### config.mk
export PLATFORM = sky130hd
export DESIGN_NAME = mem_stage_lsu_flat
export DESIGN_NICKNAME = d
export VERILOG_FILES = /design/src/rtl/mem_stage_lsu_if.sv /design/src/rtl/mem_stage_lsu.sv /design/src/flat_wrapper.sv
export SDC_FILE = /design/constraint.sdc
export NUM_CORES = 1
export LEC_CHECK = 0
export ABC_AREA = 1
export BUFFER_PORTS_ARGS = -buffer_cell sky130_fd_sc_hd__buf_2
export CORE_MARGIN = 4
export CORE_UTILIZATION = 53
export DETAILED_ROUTE_END_ITERATION = 16
export GPL_TIMING_DRIVEN = 0
export MAX_ROUTING_LAYER = met4
export PLACE_DENSITY_LB_ADDON = 0.3
export SYNTH_ARGS = -nofsm -noshare
export SYNTH_HDL_FRONTEND = slang
export SYNTH_SLANG_ARGS = --single-unit
### constraint.sdc
create_clock -name clk_i -period 11.95 [get_ports clk_i]
set_input_delay 2.39 -clock clk_i [delete_from_list [all_inputs] [get_ports clk_i]]
set_output_delay 2.39 -clock clk_i [all_outputs]
set_load 0.05 [all_outputs]
### src/rtl/mem_stage_lsu_if.sv
// Memory-stage LSU signal bundle: pipeline controls in, data-memory bus, writeback result and stall/fault out.
// master = the LSU itself, slave = pipeline register plus data memory around it.
interface mem_stage_lsu_if;
    logic        mem_write_m_i;
    logic        mem_read_m_i;
    logic [2:0]  funct3_m_i;
    logic [31:0] alu_result_m_i;
    logic [31:0] write_data_m_i;
    logic        dmem_req_o;
    logic        dmem_we_o;
    logic [31:0] dmem_addr_o;
    logic [3:0]  dmem_be_o;
    logic [31:0] dmem_wdata_o;
    logic        dmem_gnt_i;
    logic        dmem_rvalid_i;
    logic [31:0] dmem_rdata_i;
    logic [31:0] read_data_m_o;
    logic        stall_m_o;
    logic        misaligned_o;

    modport master (
        input  mem_write_m_i, mem_read_m_i, funct3_m_i, alu_result_m_i, write_data_m_i,
        input  dmem_gnt_i, dmem_rvalid_i, dmem_rdata_i,
        output dmem_req_o, dmem_we_o, dmem_addr_o, dmem_be_o, dmem_wdata_o,
        output read_data_m_o, stall_m_o, misaligned_o
    );

    modport slave (
        output mem_write_m_i, mem_read_m_i, funct3_m_i, alu_result_m_i, write_data_m_i,
        output dmem_gnt_i, dmem_rvalid_i, dmem_rdata_i,
        input  dmem_req_o, dmem_we_o, dmem_addr_o, dmem_be_o, dmem_wdata_o,
        input  read_data_m_o, stall_m_o, misaligned_o
    );
endinterface

### src/rtl/mem_stage_lsu.sv
// RV32 memory-stage LSU: req/gnt/rvalid data-memory handshake, store lane steering, load extension.
// Store 3 cycles min, load 4 min; stalls the pipeline until the bus grants/responds, faults bypass the bus.
module mem_stage_lsu (
    input  logic            clk_i,
    input  logic            rst_i,
    mem_stage_lsu_if.master bus
);
    typedef enum logic [1:0] {IDLE, REQ, WAIT, DONE} state_e;

    state_e      state_q, state_d;
    logic        req_q, req_d;
    logic        we_q, we_d;
    logic [31:0] addr_q, addr_d;
    logic [3:0]  be_q, be_d;
    logic [31:0] wdata_q, wdata_d;
    logic [2:0]  f3_q, f3_d;
    logic [1:0]  off_q, off_d;
    logic [31:0] rdata_q, rdata_d;

    logic        access, is_store, legal, misal, ok;
    logic [1:0]  off_in;
    logic [3:0]  be_in;
    logic [31:0] wdata_in;
    logic [7:0]  ld_byte;
    logic [15:0] ld_half;
    logic [31:0] ld_ext;

    assign access   = bus.mem_write_m_i | bus.mem_read_m_i;
    assign is_store = bus.mem_write_m_i;
    assign off_in   = bus.alu_result_m_i[1:0];

    always_comb begin
        legal    = 1'b0;
        misal    = 1'b0;
        be_in    = 4'b1111;
        wdata_in = bus.write_data_m_i;
        case (bus.funct3_m_i)
            3'b000: legal = 1'b1;
            3'b001: legal = 1'b1;
            3'b010: legal = 1'b1;
            3'b100: legal = ~is_store;
            3'b101: legal = ~is_store;
            default: legal = 1'b0;
        endcase
        case (bus.funct3_m_i[1:0])
            2'b00: begin
                be_in    = 4'b0001 << off_in;
                wdata_in = {4{bus.write_data_m_i[7:0]}};
            end
            2'b01: begin
                misal    = off_in[0];
                be_in    = 4'b0011 << off_in;
                wdata_in = {2{bus.write_data_m_i[15:0]}};
            end
            default: misal = |off_in;
        endcase
    end

    assign ok = access & legal & ~misal;

    assign ld_byte = bus.dmem_rdata_i[{off_q, 3'b000} +: 8];
    assign ld_half = bus.dmem_rdata_i[{off_q[1], 4'b0000} +: 16];

    always_comb begin
        case (f3_q)
            3'b000:  ld_ext = {{24{ld_byte[7]}}, ld_byte};
            3'b001:  ld_ext = {{16{ld_half[15]}}, ld_half};
            3'b100:  ld_ext = {24'h0, ld_byte};
            3'b101:  ld_ext = {16'h0, ld_half};
            default: ld_ext = bus.dmem_rdata_i;
        endcase
    end

    always_comb begin
        state_d = state_q;
        req_d   = req_q;
        we_d    = we_q;
        addr_d  = addr_q;
        be_d    = be_q;
        wdata_d = wdata_q;
        f3_d    = f3_q;
        off_d   = off_q;
        rdata_d = rdata_q;
        case (state_q)
            IDLE: begin
                if (ok) begin
                    req_d   = 1'b1;
                    we_d    = is_store;
                    addr_d  = {bus.alu_result_m_i[31:2], 2'b00};
                    be_d    = be_in;
                    wdata_d = wdata_in;
                    f3_d    = bus.funct3_m_i;
                    off_d   = off_in;
                    state_d = REQ;
                end
            end
            REQ: begin
                if (bus.dmem_gnt_i) begin
                    req_d   = 1'b0;
                    state_d = we_q ? DONE : WAIT;
                end
            end
            WAIT: begin
                // rvalid only matters here; stray responses in other states are dropped
                if (bus.dmem_rvalid_i) begin
                    rdata_d = ld_ext;
                    state_d = DONE;
                end
            end
            default: state_d = IDLE;
        endcase
    end

    always_ff @(posedge clk_i or posedge rst_i) begin
        if (rst_i) begin
            state_q <= IDLE;
            req_q   <= 1'b0;
            we_q    <= 1'b0;
            addr_q  <= 32'h0;
            be_q    <= 4'h0;
            wdata_q <= 32'h0;
            f3_q    <= 3'b000;
            off_q   <= 2'b00;
            rdata_q <= 32'h0;
        end else begin
            state_q <= state_d;
            req_q   <= req_d;
            we_q    <= we_d;
            addr_q  <= addr_d;
            be_q    <= be_d;
            wdata_q <= wdata_d;
            f3_q    <= f3_d;
            off_q   <= off_d;
            rdata_q <= rdata_d;
        end
    end

    assign bus.dmem_req_o    = req_q;
    assign bus.dmem_we_o     = we_q;
    assign bus.dmem_addr_o   = addr_q;
    assign bus.dmem_be_o     = be_q;
    assign bus.dmem_wdata_o  = wdata_q;
    assign bus.read_data_m_o = rdata_q;

    // Reset gates the decode so every output reads zero while rst_i is held
    assign bus.stall_m_o    = ~rst_i & (((state_q == IDLE) & ok) | (state_q == REQ) | (state_q == WAIT));
    assign bus.misaligned_o = ~rst_i & (state_q == IDLE) & access & ~ok;
endmodule

### src/flat_wrapper.sv
// flat-port wrapper written by rule: the top's interface ports become plain ports
module mem_stage_lsu_flat 
  (clk_i, rst_i, bus_mem_write_m_i, bus_mem_read_m_i, bus_funct3_m_i, bus_alu_result_m_i, bus_write_data_m_i, bus_dmem_gnt_i, bus_dmem_rvalid_i, bus_dmem_rdata_i, bus_dmem_req_o, bus_dmem_we_o, bus_dmem_addr_o, bus_dmem_be_o, bus_dmem_wdata_o, bus_read_data_m_o, bus_stall_m_o, bus_misaligned_o);
  mem_stage_lsu_if bus_i ();
  input  logic clk_i;
  input  logic rst_i;
  input wire logic [$bits(bus_i.mem_write_m_i)-1:0] bus_mem_write_m_i;
  input wire logic [$bits(bus_i.mem_read_m_i)-1:0] bus_mem_read_m_i;
  input wire logic [$bits(bus_i.funct3_m_i)-1:0] bus_funct3_m_i;
  input wire logic [$bits(bus_i.alu_result_m_i)-1:0] bus_alu_result_m_i;
  input wire logic [$bits(bus_i.write_data_m_i)-1:0] bus_write_data_m_i;
  input wire logic [$bits(bus_i.dmem_gnt_i)-1:0] bus_dmem_gnt_i;
  input wire logic [$bits(bus_i.dmem_rvalid_i)-1:0] bus_dmem_rvalid_i;
  input wire logic [$bits(bus_i.dmem_rdata_i)-1:0] bus_dmem_rdata_i;
  output wire logic [$bits(bus_i.dmem_req_o)-1:0] bus_dmem_req_o;
  output wire logic [$bits(bus_i.dmem_we_o)-1:0] bus_dmem_we_o;
  output wire logic [$bits(bus_i.dmem_addr_o)-1:0] bus_dmem_addr_o;
  output wire logic [$bits(bus_i.dmem_be_o)-1:0] bus_dmem_be_o;
  output wire logic [$bits(bus_i.dmem_wdata_o)-1:0] bus_dmem_wdata_o;
  output wire logic [$bits(bus_i.read_data_m_o)-1:0] bus_read_data_m_o;
  output wire logic [$bits(bus_i.stall_m_o)-1:0] bus_stall_m_o;
  output wire logic [$bits(bus_i.misaligned_o)-1:0] bus_misaligned_o;
  assign bus_i.mem_write_m_i = bus_mem_write_m_i;
  assign bus_i.mem_read_m_i = bus_mem_read_m_i;
  assign bus_i.funct3_m_i = bus_funct3_m_i;
  assign bus_i.alu_result_m_i = bus_alu_result_m_i;
  assign bus_i.write_data_m_i = bus_write_data_m_i;
  assign bus_i.dmem_gnt_i = bus_dmem_gnt_i;
  assign bus_i.dmem_rvalid_i = bus_dmem_rvalid_i;
  assign bus_i.dmem_rdata_i = bus_dmem_rdata_i;
  assign bus_dmem_req_o = bus_i.dmem_req_o;
  assign bus_dmem_we_o = bus_i.dmem_we_o;
  assign bus_dmem_addr_o = bus_i.dmem_addr_o;
  assign bus_dmem_be_o = bus_i.dmem_be_o;
  assign bus_dmem_wdata_o = bus_i.dmem_wdata_o;
  assign bus_read_data_m_o = bus_i.read_data_m_o;
  assign bus_stall_m_o = bus_i.stall_m_o;
  assign bus_misaligned_o = bus_i.misaligned_o;
  mem_stage_lsu u_core (.clk_i(clk_i), .rst_i(rst_i), .bus(bus_i));
endmodule
# Word-level counts from Yosys, hierarchy flattened

Cells that the tools add are included.

Bits in registers: 107
Latch bits: 0
Memory bits (writable): 0
Bits in read-only memories: 0
Input port bits: 105
Logic and storage cells: 65
Memories kept: 0

$add $sub $neg: 0
Multipliers: 0
Divide/modulo/power cells: 0
$lt $le $gt $ge: 0
Equality and inequality tests: 13
Shift-type cells: 4
Muxes and demuxes: 13
Bitwise operators: 14
Reductions and logical operators: 12

Operator list:

| cell                                            | count |
|---|---|
| case mux 32 bit (4 select lines)                | 1 |
| case mux 32 bit (2 select lines)                | 1 |
| variable part select 32 x 6 -> 16 bit           | 1 |
| variable part select 32 x 6 -> 8 bit            | 1 |
| == test 3 bit, second input constant            | 4 |
| case mux 4 bit (2 select lines)                 | 1 |
| bitwise AND 1 bit                               | 7 |
| == test 3 x 1 -> 1 bit, second input constant   | 2 |
| logical NOT 3 bit                               | 2 |
| two-way mux 2 bit                               | 3 |
| case mux 1 bit (2 select lines)                 | 3 |
| case mux 2 bit (3 select lines)                 | 1 |
| AND reduction 3 bit                             | 2 |
| == test 2 x 1 -> 1 bit, second input constant   | 2 |
| logical NOT 2 bit                               | 2 |
| != test 2 bit, second input constant            | 2 |
| inverter 1 bit                                  | 4 |
| AND reduction 2 bit                             | 2 |
| OR reduction 2 bit                              | 2 |
| left shift 1 x 2 -> 4 bit, first input constant | 1 |
| left shift 2 x 2 -> 4 bit, first input constant | 1 |
| == test 3 x 2 -> 1 bit, second input constant   | 1 |
| two-way mux 1 bit                               | 3 |
| bitwise OR 1 bit                                | 3 |
| 4 further kinds                                 | 4 |

# Depth between registers and ports, before layout

Word-level depth: 9
Mapped depth: 10
Mapped depth without buffers: 9

# Worst setup path before layout

No wires, ideal clock.

Path kind: input port to output port
Start: input rst_i
End: output bus_misaligned_o
Data arrival time: 5.486 ns
Data required time: 9.560 ns
Setup slack: 4.074 ns
Cell stages on the path: 3
Buffers on the path: 0
Path through: inv_1 > nand2_1 > nor2_1

Longest elaborated chain between the ends: 4

RTL lines:

| what                            | line                 | RTL |
|---|---|---|
| start, declared                 | flat_wrapper.sv:6    | `input logic rst_i;` |
| inverter 1 bit                  | mem_stage_lsu.sv:147 | `assign bus.misaligned_o = ~rst_i & (state_q == IDLE) & access & ~ok;` |
| bitwise AND 1 bit (3 in series) | mem_stage_lsu.sv:147 |  |
| end, declared                   | flat_wrapper.sv:22   | `output wire logic [$bits(bus_i.misaligned_o)-1:0] bus_misaligned_o;` |

Every way passes these cells.

# Worst setup path in the final report

Ends and elaborated chain as after synthesis.

==> impl_metrics.tcl <==
set metrics [dict create \
    yosysSeqAreaShare_pct 48.7 \
    worstPathArrival_ns 3.81 \
    drv_cap 0 \
    path_buf_inv 4 \
    crit_path_max_incr_delay_ns 0.44 \
    syn_area_sq_um 5500 \
    finalPower_mw 2.15 \
    endpoint_kind "output pin" \
    vias 5566 \
    synthTopCellsByArea "dfrtp_1 (49%), nand2_1 (26%), nand3_1 (4.5%)" \
    clk_pin_slew_ns 0.10 \
    grt_usage_pct 26.3 \
    fmax_mhz 161 \
    cts_root_buffer "clkbuf_8" \
    place.gp.congestion 0.918 \
    cpMostUsedCell "buf_2" \
    grt_pass1_vias 5268 \
    grt_max_degree 61 \
    vias_per_cell 4.97 \
    clock_skew_ns 0.0123 \
    worst-setup-path-type "in2out" \
    stdcell_area_sq_um 6940 \
    worstPathCellList "buf_2 > inv_4 > buf_16 > nand2_1 > nor2_1 > buf_2" \
    leakage_nw 4.19 \
    dpl.hpwl_um 12000 \
    fillerInstances 929 \
    port_buffers 205 \
    synth_area_leader_cell "dfrtp_1" \
    dpl_cell_area_sq_um 6730 \
    synth_top_area_share_pct 48.7 \
    grt_setup_unrepaired "no" \
    grt_first_pass_wirelength_um 24200 \
    yosys_warnings 0 \
    coreArea_sq_um 9950 \
    fin_nets 1092 \
    area_delta_synth_final_pct 26.3 \
    path_max_fanout 60 \
    n_antenna_cell 0 \
    hold_viol 0 \
    grt_use_met3_pct 4.05 \
    met2_usage_pct 44.2 \
    startpoint_type "input port" \
    status "finished, final reports clean" \
    h-tree-depth 3 \
    slowest_stage "inv_4" \
    numCtsBuffers 9 \
    cts_sinks 107 \
    min_path_type "reg2reg" \
    routed_wl_um 15400 \
    grt-ovfl-total 0 \
    grtUsageMet1_pct 32.9 \
    drt_iter0_drc 351 \
    boundaryPins 209 \
    fin_crit_ns 6.20 \
    cts_tree "yes" \
    ant_nets 0 \
    yosysMostFrequentCell "nand2_1" \
    cts_resized 0 \
    top_usage_layer "met2" \
    routedWlPerCell_um 13.7 \
    final_layout_size_suffix_gt1_share_pct 27.7 \
    stdcell_count 1121 \
    cts_hold_buf 0 \
    dpl.cell_count 1105 \
    syn-instance-count 765 \
    cp_top_family "buffers and inverters" \
    slew_headroom_pct 58.9 \
    synth-seq-cells 107 \
    p_per_area_nw_per_um2 309 \
    initial_core_util_pct 55.2 \
    clock_latency_ns 0.38 \
    synth_edf_count 0 \
    synth_commonest_cells "nand2_1 (388), dfrtp_1 (107), inv_1 (59)" \
    antenna_found_initial 0 \
    std_cell_rows 36 \
    async_flop_share_pct 100 \
    die_h_um 110 \
    yosysUniqueCellTypes 25 \
    dr.pass1.iters 5 \
    post-route-drc-count 0 \
    period_share_pct 51.9 \
    die_x_um 110 \
    post_cts_buffers 0 \
    peakVddDrop_uv 208 \
    avgSynthCellArea_sq_um 7.19 \
    drv_slew 0 \
    worst_pin_slew_ns 0.616 \
    clockBufferDepth 2 \
    cp.required_ns 9.56 \
    ys_dominant_reg_cell "dfrtp_1" \
    die-area_sq_um 12100 \
    finalSetupViolCount 0 \
    tns_ns 0 \
]
[path summary, 6_finish.rpt]
check                      cells past startpoint  slack [ns]                      endpoint                  start
setup / recovery                               6        5.75              bus_misaligned_o                  rst_i
hold / removal                                 2        0.47         u_core.bus.dmem_req_o  u_core.bus.dmem_req_o
setup reg to reg                               8       10.08  u_core.bus.read_data_m_o[21]      u_core.state_q[0]
hold reg to reg                                2        0.47         u_core.bus.dmem_req_o  u_core.bus.dmem_req_o
max in group asynchronous                      3        9.14                u_core.f3_q[2]                  rst_i
min in group asynchronous                      2        2.11    u_core.bus.dmem_addr_o[10]                  rst_i
[where the power goes]
group	switching, mW	internal, mW	total, mW
Sequential	0.0915	0.530	0.622
Combinational	0.969	0.315	1.28
Clock	0.132	0.107	0.240
[logic make-up (layout without fill, tap and decap cells)]
| kind of cell | Yosys count | count (layout) | share of synthesized area, % |
|---|---|---|---|
| flops | 107 | 107 | 48.7 |
| buf+inv | 104 | 326 | 8.74 |
| fa+ha+maj | 4 | 4 | 0.910 |
| simple gates | 475 | 475 | 34.7 |
| other cells | 1 | 2 | 0.0682 |
| compound gates | 74 | 74 | 6.85 |
[cell type report]
cell class                 instances  area, sq um  area share, %
inverter                          63          241           3.48
clock buffer                      10          138           1.98
sequential                       107         2680           38.6
clock inverter                     6         81.3           1.17
buffer                            41          241           3.48
tap                              133          166           2.40
multi-input combinational        555         2340           33.8
timing repair buffer             206         1050           15.2
[state kept, by name, summed over array words and instances, names as in the netlist]
| signal | cells |
|---|---|
| u_core.bus.dmem_be_o | 4 |
| u_core.bus.dmem_wdata_o | 32 |
| u_core.f3_q | 3 |
| u_core.bus.dmem_addr_o | 30 |
| u_core.off_q | 2 |
| u_core.bus.read_data_m_o | 32 |
| u_core.state_q | 2 |
| u_core.bus.dmem_we_o | 1 |
| u_core.bus.dmem_req_o | 1 |
[tightest hold or removal path, delay by kind of cell (launching register included)]
family | cells | cell delay [ns]
flip-flops | 1 | 0.35
AND/OR/NAND/NOR | 2 | 0.09
[metal layers]
| metal | vias to the layer above | share of wire (%) |
|---|---|---|
| met1 | 2526 | 41 |
| met3 | 20 | 8.0 |
| met4 | 0 | 1.6 |
| met5 | - | 0 |
| li1 | 2776 | - |
| met2 | 244 | 50 |
[cell usage in the layout (no fill, tap or decap), drive strengths merged, types with 4 or more instances in the layout]
master,instances
nand2,389
buf,232
dfrtp,107
inv,66
nand3,51
a21oi,37
o21ai,35
clkbuf,25
nor2,18
or2,16
ha,4
[through the flow]
step           util, %  setup slack (ns)  hold WS (ns)
3_5_place_dp      67.6              5.71         0.454
2_1_floorplan        -              4.07         0.472
5_1_grt           69.8              5.58         0.512
3_3_place_gp      67.3              3.41         0.451
6_report          69.8              5.75         0.474
4_1_cts           69.8              5.71         0.480
Note: power is estimated with default switching activity, not from simulation.
